File: src/rtl/bcd_pkg.sv
// Shared constants and state type for the binary-to-BCD digit converter.
package bcd_pkg;

    typedef enum logic [1:0] {
        IDLE  = 2'd0,
        SHIFT = 2'd1,
        DONE  = 2'd2
    } bcd_state_t;

    localparam int          DIGIT_BITS = 4;
    localparam int          MAX_VALUE  = 9999;
    // Digit code the display stage renders as a dash.
    localparam logic [3:0]  DASH_CODE  = 4'hA;

endpackage

File: src/rtl/bcd_add3.sv
// Double-dabble nibble correction: add 3 to any digit that is 5 or more.
module bcd_add3 #(
    parameter int W = 4
) (
    input  logic [W-1:0] d,
    output logic [W-1:0] q
);

    assign q = (d >= W'(5)) ? d + W'(3) : d;

endmodule

File: src/rtl/bin_to_bcd_digits.sv
// Sequential double-dabble binary-to-BCD converter, one shift step per clock.
// Overflow digit code: all 9s when BCD_SATURATE_EN is defined, dashes otherwise.
//
// state | meaning
// IDLE  | waiting for in_valid; in_ready high
// SHIFT | one add-3/shift step per cycle, BIN_BITS steps
// DONE  | publish digits_out/overflow, pulse out_valid
module bin_to_bcd_digits #(
    parameter int BIN_BITS   = 14,
    parameter int DIGITS     = 4,
    parameter int DIGIT_BITS = bcd_pkg::DIGIT_BITS,
    parameter int MAX_VALUE  = bcd_pkg::MAX_VALUE
) (
    input  logic                  clk,
    input  logic                  rst,
    input  logic                  in_valid,
    output logic                  in_ready,
    input  logic [BIN_BITS-1:0]   bin_in,
    output logic                  busy,
    output logic                  out_valid,
    output logic [DIGIT_BITS-1:0] digits_out [DIGITS],
    output logic                  overflow
);
    import bcd_pkg::*;

    localparam int BCD_W = DIGITS * DIGIT_BITS;
    localparam int SCR_W = BCD_W + BIN_BITS;
    localparam int CNT_W = $clog2(BIN_BITS + 1);

`ifdef BCD_SATURATE_EN
    localparam logic [DIGIT_BITS-1:0] OVF_DIGIT = DIGIT_BITS'(9);
`else
    localparam logic [DIGIT_BITS-1:0] OVF_DIGIT = DIGIT_BITS'(DASH_CODE);
`endif

    bcd_state_t       state;
    logic [SCR_W-1:0] scratch;
    logic [SCR_W-1:0] scratch_fix;
    logic [CNT_W-1:0] shift_cnt;
    logic             ovf_acc;

    assign in_ready = (state == IDLE);
    assign busy     = (state != IDLE);

    // BCD field sits above the binary field; correct every nibble before the shift.
    for (genvar g = 0; g < DIGITS; g++) begin : g_add3
        bcd_add3 #(.W(DIGIT_BITS)) u_add3 (
            .d(scratch[BIN_BITS + g*DIGIT_BITS +: DIGIT_BITS]),
            .q(scratch_fix[BIN_BITS + g*DIGIT_BITS +: DIGIT_BITS])
        );
    end
    assign scratch_fix[BIN_BITS-1:0] = scratch[BIN_BITS-1:0];

    always_ff @(posedge clk or negedge rst) begin
        if (!rst) begin
            state     <= IDLE;
            scratch   <= '0;
            shift_cnt <= '0;
            ovf_acc   <= 1'b0;
            out_valid <= 1'b0;
            overflow  <= 1'b0;
            for (int i = 0; i < DIGITS; i++) digits_out[i] <= '0;
        end else begin
            out_valid <= 1'b0;
            case (state)
                IDLE: begin
                    if (in_valid) begin
                        scratch   <= {{BCD_W{1'b0}}, bin_in};
                        shift_cnt <= CNT_W'(BIN_BITS);
                        ovf_acc   <= (32'(bin_in) > MAX_VALUE);
                        state     <= SHIFT;
                    end
                end
                SHIFT: begin
                    scratch   <= {scratch_fix[SCR_W-2:0], 1'b0};
                    shift_cnt <= shift_cnt - CNT_W'(1);
                    if (shift_cnt == CNT_W'(1)) state <= DONE;
                end
                DONE: begin
                    out_valid <= 1'b1;
                    overflow  <= ovf_acc;
                    for (int i = 0; i < DIGITS; i++)
                        digits_out[i] <= ovf_acc ? OVF_DIGIT
                                                 : scratch[SCR_W-1-i*DIGIT_BITS -: DIGIT_BITS];
                    state <= IDLE;
                end
                default: state <= IDLE;
            endcase
        end
    end

endmodule

File: config.mk
export PLATFORM = sky130hd
export DESIGN_NAME = bin_to_bcd_digits
export DESIGN_NICKNAME = d
export VERILOG_FILES = /design/src/rtl/bcd_pkg.sv /design/src/rtl/bcd_add3.sv /design/src/rtl/bin_to_bcd_digits.sv
export SDC_FILE = /design/constraint.sdc
export NUM_CORES = 1
export LEC_CHECK = 0
export ABC_AREA = 1
export ABC_CLOCK_PERIOD_IN_PS = 1450
export BUFFER_PORTS_ARGS = -buffer_cell sky130_fd_sc_hd__buf_2
export CORE_MARGIN = 2
export CORE_UTILIZATION = 56
export CTS_CLUSTER_SIZE = 12
export DETAILED_ROUTE_END_ITERATION = 10
export PLACE_DENSITY = 0.78
export SLEW_MARGIN = 20
export SYNTH_ARGS = -nofsm -noshare
export SYNTH_HDL_FRONTEND = slang
export SYNTH_SLANG_ARGS = --single-unit
File: constraint.sdc
create_clock -name clk -period 1.45 [get_ports clk]
set_clock_uncertainty 0.05 [all_clocks]
set_input_delay 0 -clock clk [delete_from_list [all_inputs] [get_ports clk]]
set_output_delay 0 -clock clk [all_outputs]
set_load 0.02 [all_outputs]
==> results.cfg, run 1 <==
[worst_setup_path]
cpPeakStageDelay_ps = 400
start_kind = flip-flop
critPathKind = flip-flop to flip-flop
crit_chain = inv_1 > nand2_1 > inv_1 > buf_4 > nand2_1 > o21ai_0
end_kind = flip-flop
startpoint = state[1]
critPathTopFamily = buffers and inverters
cp_max_fo = 13
critPathArrivalTime_ps = 1490
path_buf_inv = 3
cp_slowest_cell = dfrtp_1
worstPathRequired_ps = 1620
r2r-start = state[1]

[floorplanning]
die_area_sq_um = 5190
initial_core_util_pct = 58.8
io_pins = 37
die_x_um = 72.1
core-area_sq_um = 4410
rows = 24
die_h_um = 72.1

[flow_run]
maxCapViolations = 0

[layout]
utilization_pct = 70.9
nNetsFinal = 403
antenna_cells = 0
area.growth.synth_to_final_pct = 20.7
drive_gt1_share_pct = 17.3
regArea_sq_um = 1380
finalNonFillerCells = 428
multi_input_area_sq_um = 1040
nFillCells = 349
stdcell_area_sq_um = 3130

[clocking]
clock_sinks = 55
htree_levels = 2
cts_buffer_depth = 2
insertion_delay_ps = 300
clk_pin_slew_ps = 90
numCtsBuffers = 5
cts_tree = built
cts-root-buf = clkbuf_8

[synth]
synth-compound-area-share_pct = 8.97
synth-edff-count = 0
yosys.area_share.adder_pct = 4.82
ys_seq_area_share_pct = 53.0
ys_types = 18
synth.most_common_cell = nand2_1
synthTopCellsByArea = dfrtp_1 (53%), nand2_1 (15%), nand3_1 (5.6%)
yosysWarningCount = 0
syn_avg_cell_area_sq_um = 8.26
synthSimpleGateAreaFrac_pct = 26.2
synth_ff_type = dfrtp_1
synth_area_sq_um = 2590
synth_top_area_share_pct = 53.0
synthMuxAreaShare_pct = 0
synthXorXnorAreaFrac_pct = 0
synth_common_cells = nand2_1 (106), dfrtp_1 (55), inv_1 (34)
postSynthCellCount = 314
synth-seq-cells = 55
yosys.area.top_type = dfrtp_1
synth_top_family_by_area = simple AND/OR/NAND/NOR gates
async_flop_share_pct = 100
synthesis.nets = 341

[detailed_routing]
finalWirelength_um = 5300
routedWlPerCell_um = 12.4
first_pass_iters = 4
drtAntennaViolNets = 0
vias_per_cell = 5.24
vias = 2243
drtIter0Drc = 198
route.detailed.drc = 0

[timing]
whs_ps = 92.7
tightest_slew_ps = 515
final_hold_viol_count = 0
slew-limit-headroom_pct = 65.6
fin_crit_sh_pct = 91.4
max_freq_ghz = 0.755
finalWorstSetupSlack_ps = 125
finalSetupTns_ps = 0
setup_viol = 0
final-max-slew-violation-count = 0
min_period_ps = 1320

[power_and_ir_drop]
power.density_nw_per_um2 = 2160
p_leak_nw = 1.67
power_mw = 6.77
peakVddDrop_mv = 1.28

[place]
dp.cells = 405
portBuffers = 36
place_congestion = 0.819
place_worst_setup_slack_ps = 86.4
dpl_cell_area_sq_um = 2880
dp_hpwl_um = 3680

[run_status]
outcome = finished, final reports clean

[grt]
grt_max_degree = 35
antenna_found_initial = 0
grt_overflow_total = 0
grt_pass1_vias = 2031
grt_pass1_wl_um = 8810
grt_usage_pct = 22.0

[hold_path]
min_path_type = input port to flip-flop
hold_path.startpoint = in_valid
registers in the layout, indices dropped and copies added (netlist names):
name	count
overflow	1
out_valid	1
digits_out	16
shift_cnt	4
state	2
ovf_acc	1
scratch	30
per-layer routing:
metal	vias up	track usage, %	wire [um]
li1	1132	-	-
met1	1038	29.0	2510
met2	61	35.0	2410
met3	12	5.69	256
met4	0	9.01	117
met5	-	0	0
cell type report:
type,count,area share (%)
Inverter,36,4.31
Sequential cell,55,43.9
Tap cell,52,2.08
Clock inverter,1,0.160
Multi-Input combinational cell,216,33.3
Timing Repair Buffer,62,13.6
Clock buffer,6,2.64
cell families (layout without fill, tap and decap cells):
kind of cell	count (synthesis)	after routing
compound gates	43	43
fa+ha+maj	10	10
buf+inv	43	105
flops	55	55
simple gates	163	163
power breakdown:
group / internal (mW) / total [mW] / switching [mW] / leakage [nW]
Combinational: 1.22 / 3.27 / 2.05 / 0.923
Clock: 0.376 / 0.847 / 0.471 / 0.0470
Sequential: 2.21 / 2.65 / 0.445 / 0.702
path summary, 6_finish.rpt:
check | cells past startpoint | slack (ps) | end
worst min-delay path | 4 | 90 | state[0]
min in group asynchronous | 2 | 140 | out_valid
worst max-delay path | 6 | 130 | scratch[22]
worst max register to register | 6 | 130 | scratch[22]
worst min register to register | 2 | 430 | scratch[13]
max in group asynchronous | 3 | 640 | shift_cnt[0]
layout by cell type (no fill, tap or decap), drive strengths merged:
cell type    instances
a22oi                1
a31oi                1
dfrtp               55
o211ai               4
ha                  10
o21ai               27
nand4                6
nand2              106
nand3               29
buf                 47
a21oi               10
clkbuf               6
dlygate4sd3         15
nor2                22
inv                 36
clkinv               1
worst reg2reg max path, cell delays in order (launching register included):
cell,delay [ps]
dfrtp_1,400
inv_1,130
nand2_1,80
inv_1,120
buf_4,220
nand2_1,70
o21ai_0,180
timing repair:
item	in CTS	in global routing
buffers inserted	0	1
endpoints found under the setup margin	0	13
gates resized for setup	0	7
endpoints found under the hold margin	35	0
hold buffers	15	0
Note: power is estimated with default switching activity, not from simulation.
==> run 2: changes to the inputs <==
--- a/config.mk
+++ b/config.mk
@@ -12,6 +12,7 @@
 export CORE_UTILIZATION = 56
 export CTS_CLUSTER_SIZE = 12
 export DETAILED_ROUTE_END_ITERATION = 10
+export MAX_ROUTING_LAYER = met4
 export PLACE_DENSITY = 0.78
 export SLEW_MARGIN = 20
 export SYNTH_ARGS = -nofsm -noshare
==> run 2 against run 1 <==
  * First-iteration DRC count did not move
  * Via count fell by 0.53%
  * Cell area did not move
  * Largest power group unchanged
  * Sequential cell count did not move
  * Register-to-register slack barely moved
  * Final cell count did not move
  * Critical path depth did not move
  * Power barely moved
  * Wire length fell by 0.15%
  * Clock power barely moved
  * Global-route usage rose by 0.67 points
==> results.cfg, run 2 (synthesis results as in run 1) <==
[clocking]
insertion_delay_ps = 300
htree_levels = 2
clk_pin_slew_ps = 90
cts_buffer_depth = 2
clock_sinks = 55
cts_tree = built
cts-root-buf = clkbuf_8
numCtsBuffers = 5

[place]
dp.cells = 405
place_congestion = 0.831
dpl_cell_area_sq_um = 2880
dp_hpwl_um = 3680
portBuffers = 36

[timing]
finalSetupTns_ps = 0
slew-limit-headroom_pct = 65.6
min_period_ps = 1330
setup_viol = 0
final-max-slew-violation-count = 0
max_freq_ghz = 0.752
fin_crit_sh_pct = 91.7
final_hold_viol_count = 0
tightest_slew_ps = 516

[detailed_routing]
vias_per_cell = 5.21
routedWlPerCell_um = 12.4
drtIter0Drc = 198
finalWirelength_um = 5290
drtAntennaViolNets = 0
vias = 2231
route.detailed.drc = 0
first_pass_iters = 4

[power_and_ir_drop]
clkPwrFrac_pct = 12.6
power.density_nw_per_um2 = 2160
sequentialPowerShare_pct = 39.2
p_switching_mw = 2.97
switching_share_pct = 43.8
peakVddDrop_mv = 1.28
p_leak_nw = 1.67
internal_power_mw = 3.81
power_frac_comb_pct = 48.3

[grt]
grt_overflow_total = 0
grt_pass1_vias = 2031
grt_pass1_wl_um = 8810
grt_max_degree = 35
grt_usage_pct = 22.7
antenna_found_initial = 0

[hold_path]
min_path_type = input port to flip-flop

[flow_run]
maxCapViolations = 0

[worst_setup_path]
critPathTopFamily = buffers and inverters
worstPathRequired_ps = 1620
cpPeakStageDelay_ps = 400
r2r_setup_slack_ps = 120
end_kind = flip-flop
critPathKind = flip-flop to flip-flop
path_buf_inv = 3
cp_slowest_cell = dfrtp_1
start_kind = flip-flop
crit_chain = inv_1 > nand2_1 > inv_1 > buf_4 > nand2_1 > o21ai_0
critPathArrivalTime_ps = 1500
cp_max_fo = 13

[layout]
nNetsFinal = 403
utilization_pct = 70.9
stdcell_area_sq_um = 3130
nFillCells = 349
regMostFlops = scratch
drive_gt1_share_pct = 17.3
top_regs = scratch (30), digits_out (16), shift_cnt (4)
layout_common_cells = nand2_1 (106), dfrtp_1 (55), buf_2 (36), inv_1 (29), nand3_1 (29)
final_common_cell = nand2_1
finalNonFillerCells = 428
largest_register_ffs = 30
area.growth.synth_to_final_pct = 20.7
antenna_cells = 0

[floorplanning]
io_pins = 37
initial_core_util_pct = 58.8
core-area_sq_um = 4410
die_h_um = 72.1
die_area_sq_um = 5190
rows = 24
die_x_um = 72.1

[run_status]
outcome = finished, final reports clean
-- run 2: cell counts in the layout (fill, tap and decap cells not counted) --
No cell type changed its count.
-- run 2: metrics by stage --
stage / worst slack [ps] / power, mW / hold slack (ps)
after floorplan: 133 / 4.95 / -346
after global placement: 137 / 5.78 / -44.1
after detailed placement: 86.4 / 5.89 / -45.8
after CTS: 92.6 / 6.78 / 83.2
after global routing: -12.4 / 7.43 / 89.3
final: 120 / 6.77 / 92.5
-- run 2: worst register-to-register path, delay by kind of cell, from the launching register on --
| kind | cells | cell delay, ps |
|---|---|---|
| simple gates | 2 | 150 |
| flops | 1 | 400 |
| buf+inv | 3 | 470 |
| compound gates | 1 | 180 |
-- run 2: layout make-up --
cell class                      instances  area, sq um  share of cell area, %
Tap cell                               52         65.1                   2.08
Multi-Input combinational cell        216         1040                   33.3
Timing Repair Buffer                   62          425                   13.6
Inverter                               36          135                   4.31
Clock inverter                          1         5.00                  0.160
Clock buffer                            6         82.6                   2.64
Sequential cell                        55         1380                   43.9
-- run 2: final timing paths --
path,start,endpoint,depth (start not counted)
min,in_valid,state[0],4
max in group asynchronous,rst,shift_cnt[0],3
max reg2reg,state[1],scratch[22],6
min in group asynchronous,rst,out_valid,2
max,state[1],scratch[22],6
min reg2reg,scratch[13],scratch[13],2
-- run 2: per-layer routing --
layer / GRT usage, % / part of all wire (%) / vias to the layer above
li1: - / - / 1131
met1: 29.2 / 48 / 1034
met3: 5.42 / 4.0 / 12
met4: 9.01 / 2.2 / 0
met5: - / 0 / -
met2: 35.0 / 46 / 54
-- run 2: what timing repair did --
item / in CTS / in global routing
hold buffers: 15 / 0
buffers inserted: 0 / 1
gates resized for setup: 0 / 7
setup endpoints to repair: 0 / 13
endpoints found under the hold margin: 35 / 0
-- run 2: power by group through the flow --
stage                     registers, mW  clock network (mW)  logic, mW
after floorplan                    2.84                   0       2.11
after global placement             2.65                   0       3.13
after detailed placement           2.67                   0       3.22
after CTS                          2.64               0.874       3.26
after global routing               2.74               0.932       3.76
final                              2.65               0.850       3.27
